[config.mk]
export PLATFORM = sky130hd
export DESIGN_NAME = fifo_read_ctrl
export DESIGN_NICKNAME = d
export VERILOG_FILES = /design/src/rtl/fifo_pkg.sv /design/src/rtl/fifo_fwft_buf.sv /design/src/rtl/fifo_read_ctrl.sv
export SDC_FILE = /design/constraint.sdc
export NUM_CORES = 1
export LEC_CHECK = 0
export ABC_CLOCK_PERIOD_IN_PS = 9950
export CAP_MARGIN = 20
export CELL_PAD_IN_SITES_DETAIL_PLACEMENT = 0
export CELL_PAD_IN_SITES_GLOBAL_PLACEMENT = 1
export CORE_UTILIZATION = 42
export CTS_BUF_LIST = sky130_fd_sc_hd__clkbuf_2
export DETAILED_ROUTE_END_ITERATION = 6
export PLACE_DENSITY_LB_ADDON = 0.1
export SYNTH_ARGS = -nofsm -noshare
export SYNTH_HDL_FRONTEND = slang
export SYNTH_SLANG_ARGS = --single-unit
[constraint.sdc]
create_clock -name rclk -period 9.95 [get_ports rclk]
set_input_delay 1.99 -clock rclk [delete_from_list [all_inputs] [get_ports rclk]]
set_output_delay 1.99 -clock rclk [all_outputs]
set_load 0.01 [all_outputs]
[src/rtl/fifo_pkg.sv]
// Shared types and helpers for the async FIFO: pointer code conversion and default sizes.
// Pure definitions; no latency and no flow control of their own.
package fifo_pkg;

    localparam int ADDR_SIZE_DEF = 4;
    localparam int DATA_SIZE_DEF = 8;
    localparam int OCC_W         = 2;
    localparam int PTR_MAX       = 16;

    typedef logic [PTR_MAX-1:0] ptr_wide_t;

    function automatic ptr_wide_t width_mask(input int w);
        return (ptr_wide_t'(1) << w) - ptr_wide_t'(1);
    endfunction

    function automatic ptr_wide_t bin2gray(input ptr_wide_t b, input int w);
        return ((b >> 1) ^ b) & width_mask(w);
    endfunction

    function automatic ptr_wide_t gray2bin(input ptr_wide_t g, input int w);
        ptr_wide_t b;
        ptr_wide_t gm;
        gm = g & width_mask(w);
        b = gm;
        // Each binary bit is the XOR of all Gray bits at or above it.
        for (int i = PTR_MAX - 2; i >= 0; i--) begin
            b[i] = b[i+1] ^ gm[i];
        end
        return b;
    endfunction

endpackage

[src/rtl/fifo_fwft_buf.sv]
// Two-entry first-word-fall-through output buffer (head + skid); capture lands in rdata next edge.
// Latency 1 edge from capture to rvalid; upstream must never capture into a full buffer (cnt==2 without deq).
module fifo_fwft_buf
    import fifo_pkg::*;
#(
    parameter int DATA_SIZE = DATA_SIZE_DEF
) (
    input  logic                 clk,
    input  logic                 rst,
    input  logic                 cap,
    input  logic [DATA_SIZE-1:0] cap_data,
    output logic [DATA_SIZE-1:0] rdata,
    output logic                 rvalid,
    input  logic                 rready,
    output logic [OCC_W-1:0]     cnt
);

    logic [DATA_SIZE-1:0] skid_dat;
    logic                 skid_vld;
    logic                 deq;

    assign deq = rvalid & rready;
    assign cnt = OCC_W'(rvalid) + OCC_W'(skid_vld);

    // The head only changes when it is empty or being dequeued, so rdata holds under backpressure.
    always_ff @(posedge clk or posedge rst) begin
        if (rst) begin
            rdata    <= '0;
            rvalid   <= 1'b0;
            skid_dat <= '0;
            skid_vld <= 1'b0;
        end else if (deq) begin
            if (skid_vld) begin
                rdata    <= skid_dat;
                skid_vld <= cap;
                if (cap) begin
                    skid_dat <= cap_data;
                end
            end else begin
                rvalid <= cap;
                if (cap) begin
                    rdata <= cap_data;
                end
            end
        end else if (cap) begin
            if (!rvalid) begin
                rdata  <= cap_data;
                rvalid <= 1'b1;
            end else begin
                skid_dat <= cap_data;
                skid_vld <= 1'b1;
            end
        end
    end

endmodule

[src/rtl/fifo_read_ctrl.sv]
// Async FIFO read-side controller: read pointers, empty/almost-empty/level, RAM read port, FWFT output.
// rvalid rises 3 edges after rq2_wptr leaves the read pointer; pops stop when buffer plus in-flight reach 2.
module fifo_read_ctrl
    import fifo_pkg::*;
#(
    parameter int ADDR_SIZE     = ADDR_SIZE_DEF,
    parameter int DATA_SIZE     = DATA_SIZE_DEF,
    parameter int AEMPTY_THRESH = 2
) (
    input  logic                 rclk,
    input  logic                 rrst,
    input  logic [ADDR_SIZE:0]   rq2_wptr,
    output logic [ADDR_SIZE:0]   rptr,
    output logic [ADDR_SIZE-1:0] raddr,
    output logic                 rmem_en,
    input  logic [DATA_SIZE-1:0] rmem_data,
    output logic [DATA_SIZE-1:0] rdata,
    output logic                 rvalid,
    input  logic                 rready,
    output logic                 rempty,
    output logic                 raempty,
    output logic [ADDR_SIZE:0]   rlevel
);

    localparam int PW = ADDR_SIZE + 1;

    logic [PW-1:0]    rbin;
    logic [PW-1:0]    rbin_next;
    logic [PW-1:0]    rgray_next;
    logic [PW-1:0]    wbin_s;
    logic [PW-1:0]    level_next;
    ptr_wide_t        rgray_w;
    ptr_wide_t        wbin_w;
    logic             unused_hi;
    logic             inflight;
    logic [OCC_W-1:0] buf_cnt;
    logic [OCC_W-1:0] occ;
    logic [OCC_W-1:0] occ_after;
    logic             deq;
    logic             pop;

    assign deq       = rvalid & rready;
    assign occ       = buf_cnt + OCC_W'(inflight);
    assign occ_after = occ - OCC_W'(deq);
    assign pop       = ~rempty & (occ_after < OCC_W'(2));

    assign rmem_en = pop;
    assign raddr   = rbin[ADDR_SIZE-1:0];

    assign rbin_next  = rbin + PW'(pop);
    assign rgray_w    = bin2gray(ptr_wide_t'(rbin_next), PW);
    assign wbin_w     = gray2bin(ptr_wide_t'(rq2_wptr), PW);
    assign rgray_next = rgray_w[PW-1:0];
    assign wbin_s     = wbin_w[PW-1:0];
    assign level_next = wbin_s - rbin_next;
    assign unused_hi  = ^{rgray_w[PTR_MAX-1:PW], wbin_w[PTR_MAX-1:PW]};

    // Flags use rbin_next so a pop and a write-pointer update in the same cycle both count.
    always_ff @(posedge rclk or posedge rrst) begin
        if (rrst) begin
            rbin     <= '0;
            rptr     <= '0;
            rempty   <= 1'b1;
            raempty  <= 1'b1;
            rlevel   <= '0;
            inflight <= 1'b0;
        end else begin
            rbin     <= rbin_next;
            rptr     <= rgray_next;
            rempty   <= (rgray_next == rq2_wptr);
            raempty  <= (level_next <= PW'(AEMPTY_THRESH));
            rlevel   <= level_next;
            inflight <= pop;
        end
    end

    fifo_fwft_buf #(
        .DATA_SIZE (DATA_SIZE)
    ) u_buf (
        .clk      (rclk),
        .rst      (rrst),
        .cap      (inflight),
        .cap_data (rmem_data),
        .rdata    (rdata),
        .rvalid   (rvalid),
        .rready   (rready),
        .cnt      (buf_cnt)
    );

endmodule

==> results.yml, run 1 <==
global_routing:
  grt_pass1_vias: 1213
  grt_max_degree: 36
  grt_pass1_wl_mm: 5.31
  antenna_found_initial: 0
  grt_use_total_pct: 17.1
  grt_overflow: 0
power:
  total_power_uw: 944
  switching_share_pct: 42.2
  powerDensity_nw_per_um2: 433
  p_seq_share_pct: 28.4
  p_leak_nw: 1.02
  netSwitchingPower_uw: 399
  power_frac_clock_pct: 6.2
  power_frac_comb_pct: 65.5
  ir_drop_mv: 0.272
  intPower_uw: 546
timing:
  tightest_slew_ns: 0.998
  hold_viol: 0
  setup_tns_ns: 0
  fin_crit_sh_pct: 62.5
  hold-worst-slack_ns: 0.511
  final-setup-viol-count: 0
  timing.final.crit_period_ns: 6.22
  slew_headroom_pct: 33.0
  rsz0062_at_grt: "false"
  final_max_slew_viol_count: 0
  skew_ns: 0.0248
  clock.fmax_mhz: 161
floorplan:
  die_area_um2: 4250
  ios: 42
  dieWidth_um: 65.2
  start_util_pct: 44.8
  core_um2: 3740
  num_rows: 22
  chipHeight_um: 65.2
placed_design:
  io_buffer_count: 41
  placed_cell_area_um2: 2150
  dpl.hpwl_mm: 2.36
  gp_congestion: 0.774
clocking:
  cts_tree: "yes"
  post_cts_buffers: 0
  clk_latency_ns: 0.37
  cts_buffer_depth: 2
  postCtsHoldBufs: 0
  cts_buffers: 5
  path_clk_slew_ns: 0.18
  htreeDepth: 2
  root_buffer: "clkbuf_2"
  cts_resized: 0
  clock-sinks: 35
layout:
  stdcell_area_um2: 2180
  fin_nets: 214
  area_delta_synth_final_pct: 30.1
  diodes: 0
  drive_gt1_share_pct: 11.6
synth:
  synth_nets: 167
  synth_top_cell_area_share_pct: 49.2
  synth_enable_flop_cells: 0
  syn_inst: 143
  async_reset_ff_share_pct: 100
  syn_area_per_cell_um2: 11.7
  yosysTopAreaCell: "dfrtp_1"
  syn_area_um2: 1680
  ys.warnings.count: 0
  ys.flop_type: "dfrtp_1"
  synth.distinct_cells: 28
  synthTopCellsByArea: "dfrtp_1 49%, xor2_1 7.8%, ha_1 6.0%, mux2_2 5.4%, mux2i_1 4.8%"
  ys_ff_latch: 35
  ys_seq_area_share_pct: 52.3
setup_path:
  critical_path.top_delay_family: "buffers and inverters"
  reg2regPathDepth: 17
  crit_type: "in2out"
  crit_chain: "clkdlybuf4s50_1 -> and2_1 -> ha_1 -> inv_1 -> ha_1 -> a21oi_1 -> xnor2_1 -> nor2_1 -> clkdlybuf4s50_1"
  arrival_ns: 4.23
  start_kind: "input port"
  critPathSlowestCell: "clkdlybuf4s50_1"
  worstPathMaxFanout: 3
  cp_num_buf_inv: 3
  crit_required_ns: 7.96
  slowest_delay_ns: 0.58
  end_kind: "output port"
  cp.depth: 9
drt:
  num_vias: 1151
  drc: 0
  wl_per_cell_um: 13.0
  detail_route.iter0.violations: 36
  viasPerCell: 4.84
  first_pass_iters: 4
  drtAntennaViolNets: 0
  wl_mm: 3.10
status:
  status: "complete, no violations"
min_path:
  hold_path_class: "reg2reg"
  holdPathStages: 2
flow_run:
  cap_viol_max_count: 0
final timing paths:
check | start | endpoint | slack (ns)
setup / recovery | rready | rmem_en | 3.73
hold / removal | u_buf.rdata[6]$_DFFE_PP0P_ | u_buf.rdata[6]$_DFFE_PP0P_ | 0.51
setup reg to reg | u_buf.rvalid$_DFFE_PP0P_ | raempty$_DFF_PP1_ | 6.03
hold reg to reg | u_buf.rdata[6]$_DFFE_PP0P_ | u_buf.rdata[6]$_DFFE_PP0P_ | 0.51
max in group asynchronous | rrst | raempty$_DFF_PP1_ | 7.58
min in group asynchronous | rrst | u_buf.skid_dat[0]$_DFFE_PP0P_ | 2.01
worst reg2reg max path: stages (launching register included):
cell and delay [ns]:
dfrtp_1 0.47, and2_1 0.20, ha_1 0.28, inv_1 0.04
ha_1 0.26, a21oi_1 0.17, xnor2_1 0.08, nor2_1 0.19
ha_1 0.23, ha_1 0.20, xor2_1 0.42, inv_1 0.09
ha_1 0.40, a21oi_1 0.18, o21ai_2 0.09, xor2_1 0.19
o21ai_0 0.17, o221a_2 0.20
cell usage in the layout, fill, tap and decap left out, types with 5 or more instances in the layout:
cell,synthesis,routed
clkdlybuf4s50_1,0,41
inv_1,10,10
xnor2_1,8,8
ha_1,8,8
mux2_2,8,8
clkbuf_2,0,5
mux2i_1,8,8
xor2_1,15,15
o21ai_0,11,11
dfrtp_1,33,33
nand2_1,13,13
power by group through the flow:
stage	clock (mW)	combinational, mW	sequential [mW]
floorplan	0	0.397	0.291
global placement	0	0.611	0.268
detailed placement	0	0.627	0.273
CTS	0.0626	0.630	0.269
global route	0.0680	0.700	0.277
finish	0.0584	0.618	0.268
synthesized netlist by cell type, drive strengths merged, types with 2 or more instances:
| cell | n |
|---|---|
| nor2 | 3 |
| dfstp | 2 |
| nand2 | 13 |
| xnor2 | 9 |
| o21ai | 13 |
| clkbuf | 2 |
| inv | 10 |
| mux2i | 8 |
| nor3 | 2 |
| nand3 | 3 |
| mux2 | 8 |
| xor2 | 16 |
| ha | 8 |
| a21oi | 3 |
| dfrtp | 33 |
| a21o | 3 |
area by class of cell:
type	instances	area [um2]
clock buffer	5	25.0
clock inverter	2	8.76
fill	337	1560
inverter	10	37.5
multi-input combinational	96	754
sequential	35	878
tap	48	60.1
timing repair buffer	42	418
logic make-up after synthesis:
| kind of cell | Yosys count | share of synthesized area, % |
|---|---|---|
| DFF | 35 | 52.3 |
| xor gates and xnor gates | 25 | 13.9 |
| and+or+nand+nor | 24 | 6.49 |
| AOI/OAI and AO/OA | 23 | 8.43 |
| muxes | 16 | 10.1 |
| buffers and inverters | 12 | 2.68 |
| adders and majority gates | 8 | 5.97 |
sequential cells by signal (all words and copies together), names as in the netlist, 4 cells and up:
name,flops
rlevel,5
u_buf.rdata,8
u_buf.skid_dat,8
rbin,5
rptr,4
routing by layer:
layer / up-vias / track usage [%] / share of wire [%]
met3: 6 / 5.38 / 5.0
li1: 576 / - / -
met4: 0 / 8.15 / 1.6
met1: 538 / 18.4 / 43
met2: 31 / 30.0 / 51
met5: - / 0 / 0
metrics by stage:
step | instances | utilization [%] | setup WS (ns)
after CTS | 238 | 58.3 | 3.71
after detailed placement | 231 | 57.4 | 3.72
after floorplan | 143 | - | 4.77
after global routing | 238 | 58.3 | 3.62
final | 238 | 58.3 | 3.73
after global placement | 231 | 57.4 | 3.82
(Power assumes the default switching activity.)
==> run 2, diff against run 1 <==
Settings changed: ABC_CLOCK_PERIOD_IN_PS 9950 to 5720, CORE_UTILIZATION 42 to 36.
Clock period 9.95 ns to 5.72 ns, I/O delays scaled along.
==> run 2 against run 1 <==
- setup slack worse by 2.6 ns
- flip-flop and latch count stayed put
- via count is 2.5% higher
- power is 79% higher
- die area is 16% higher
- final area is 1.6% higher
- critical endpoint is now raempty$_DFF_PP1_
- largest power group unchanged
==> results.yml, run 2 (synthesis gave the netlist of run 1 again) <==
min_path:
  hold_path_class: "reg2reg"
drt:
  top_layer: "met4"
  wl_mm: 3.11
  drc: 0
  wl_per_cell_um: 12.8
  viasPerCell: 4.86
  drtAntennaViolNets: 0
  met1_length_mm: 1.32
  num_vias: 1180
  wl_met2_mm: 1.56
  first_pass_iters: 4
  detail_route.iter0.violations: 54
  wl_met3_um: 190
floorplan:
  die_area_um2: 4940
  start_util_pct: 38.0
  dieWidth_um: 70.3
  num_rows: 24
  chipHeight_um: 70.3
  core_um2: 4410
  ios: 42
clocking:
  path_clk_slew_ns: 0.19
  postCtsHoldBufs: 0
  cts_buffers: 5
  clock-sinks: 35
  cts_buffer_depth: 2
  clk_latency_ns: 0.37
  root_buffer: "clkbuf_2"
  cts_resized: 0
  htreeDepth: 2
  cts_tree: "yes"
  post_cts_buffers: 0
flow_run:
  cap_viol_max_count: 0
setup_path:
  crit_start: "rready"
  r2r-start: "u_buf.rvalid$_DFFE_PP0P_"
  r2r_slack_ns: 1.90
  r2r-end: "raempty$_DFF_PP1_"
  crit_chain: "clkdlybuf4s50_1 -> and2_1 -> ha_1 -> inv_1 -> ha_1 -> a21oi_1 -> xnor2_1 -> nor2_1 -> ha_1 -> ha_1 -> xor2_1 -> inv_1 -> ha_1 -> a21oi_1 -> o21ai_2 -> xor2_1 -> o21ai_0 -> o221a_2"
  end_kind: "flop"
  critPathSlowestCell: "clkdlybuf4s50_1"
  worstPathMaxFanout: 6
  arrival_ns: 4.90
  cp-endpoint: "raempty$_DFF_PP1_"
  start_kind: "input port"
  slowest_delay_ns: 0.44
  crit_type: "in2reg"
  crit_required_ns: 6.03
  reg2regPathDepth: 17
  crit_top_cell: "ha_1"
power:
  intPower_uw: 994
  switching_share_pct: 41.3
  p_leak_nw: 1.04
  netSwitchingPower_uw: 701
  power_frac_comb_pct: 63.5
  powerDensity_nw_per_um2: 764
  p_seq_share_pct: 27.4
  power_frac_clock_pct: 9.1
  ir_drop_mv: 0.430
timing:
  setup_tns_ns: 0
  clock.fmax_mhz: 218
  tightest_slew_ns: 0.944
  final_max_slew_viol_count: 0
  final-setup-viol-count: 0
  skew_ns: 0.0233
  hold_viol: 0
  timing.final.crit_period_ns: 4.58
  rsz0062_at_grt: "false"
  fin_crit_sh_pct: 80.1
  setup_slack_ns: 1.14
  slew_headroom_pct: 36.6
layout:
  diodes: 0
  top_regs: "u_buf.rdata (8), u_buf.skid_dat (8)"
  area_delta_synth_final_pct: 32.1
  postLayoutCoreUtil_pct: 50.2
  stdcell_area_um2: 2220
  mostFrequentLayoutCells: "41 x clkdlybuf4s50_1, 33 x dfrtp_1, 15 x xor2_1"
  layout_commonest_cell: "clkdlybuf4s50_1"
  drive_gt1_share_pct: 12.0
  fin_nets: 214
global_routing:
  grt_pass1_vias: 1199
  grt_use_total_pct: 14.1
  grt_max_degree: 36
  antenna_found_initial: 0
  grt_overflow: 0
  grt_pass1_wl_mm: 5.40
placed_design:
  placed_cell_area_um2: 2150
  post-place-ws_ns: 0.713
  gp_congestion: 0.832
  io_buffer_count: 41
  dpl.hpwl_mm: 2.30
status:
  status: "complete, no violations"
==> run 2: changes by cell type in the layout (fill, tap and decap cells not counted) <==
cell / change
bufinv_16: +1
==> run 2: power groups by stage <==
stage / registers (mW) / clock network [mW] / logic, mW
4_1_cts: 0.466 / 0.163 / 1.09
6_report: 0.465 / 0.154 / 1.08
2_1_floorplan: 0.507 / 0 / 0.691
3_5_place_dp: 0.473 / 0 / 1.09
5_1_grt: 0.479 / 0.172 / 1.22
3_3_place_gp: 0.469 / 0 / 1.07
==> run 2: worst max-delay path, delay by kind of cell <==
kind / cells / cell delay, ns
compound gates: 5 / 0.82
simple gates: 2 / 0.36
buf+inv: 3 / 0.57
fa+ha+maj: 5 / 1.32
xor+xnor: 3 / 0.68
==> run 2: area by class of cell <==
type / instances / area, um2
clock buffer: 5 / 25.0
clock inverter: 3 / 38.8
fill: 412 / 2200
inverter: 10 / 37.5
multi-input combinational: 96 / 754
sequential: 35 / 878
tap: 52 / 65.1
timing repair buffer: 42 / 418
==> run 2: worst min-delay path by stage <==
stage / from / endpoint / slack (ns) / depth (start not counted)
detailed placement: u_buf.rdata[4]$_DFFE_PP0P_ / u_buf.rdata[4]$_DFFE_PP0P_ / 0.47 / 2
floorplan: inflight$_DFF_PP0_ / u_buf.rvalid$_DFFE_PP0P_ / 0.47 / 1
global route: u_buf.rdata[4]$_DFFE_PP0P_ / u_buf.rdata[4]$_DFFE_PP0P_ / 0.53 / 2
finish: u_buf.rdata[4]$_DFFE_PP0P_ / u_buf.rdata[4]$_DFFE_PP0P_ / 0.51 / 2
CTS: u_buf.rdata[4]$_DFFE_PP0P_ / u_buf.rdata[4]$_DFFE_PP0P_ / 0.51 / 2
global placement: u_buf.rdata[6]$_DFFE_PP0P_ / u_buf.rdata[6]$_DFFE_PP0P_ / 0.46 / 2
==> run 2: layer usage <==
layer,vias up,global-route usage (%)
met5,-,0
met4,0,6.00
met3,4,5.19
met2,30,25.0
met1,569,14.9
li1,577,-
==> run 2: per-stage QoR <==
stage               power, mW  instances  hold slack (ns)
floorplan                1.20        143            0.472
global placement         1.54        235            0.462
detailed placement       1.56        235            0.469
CTS                      1.72        243            0.512
global route             1.87        243            0.530
finish                   1.69        243            0.506
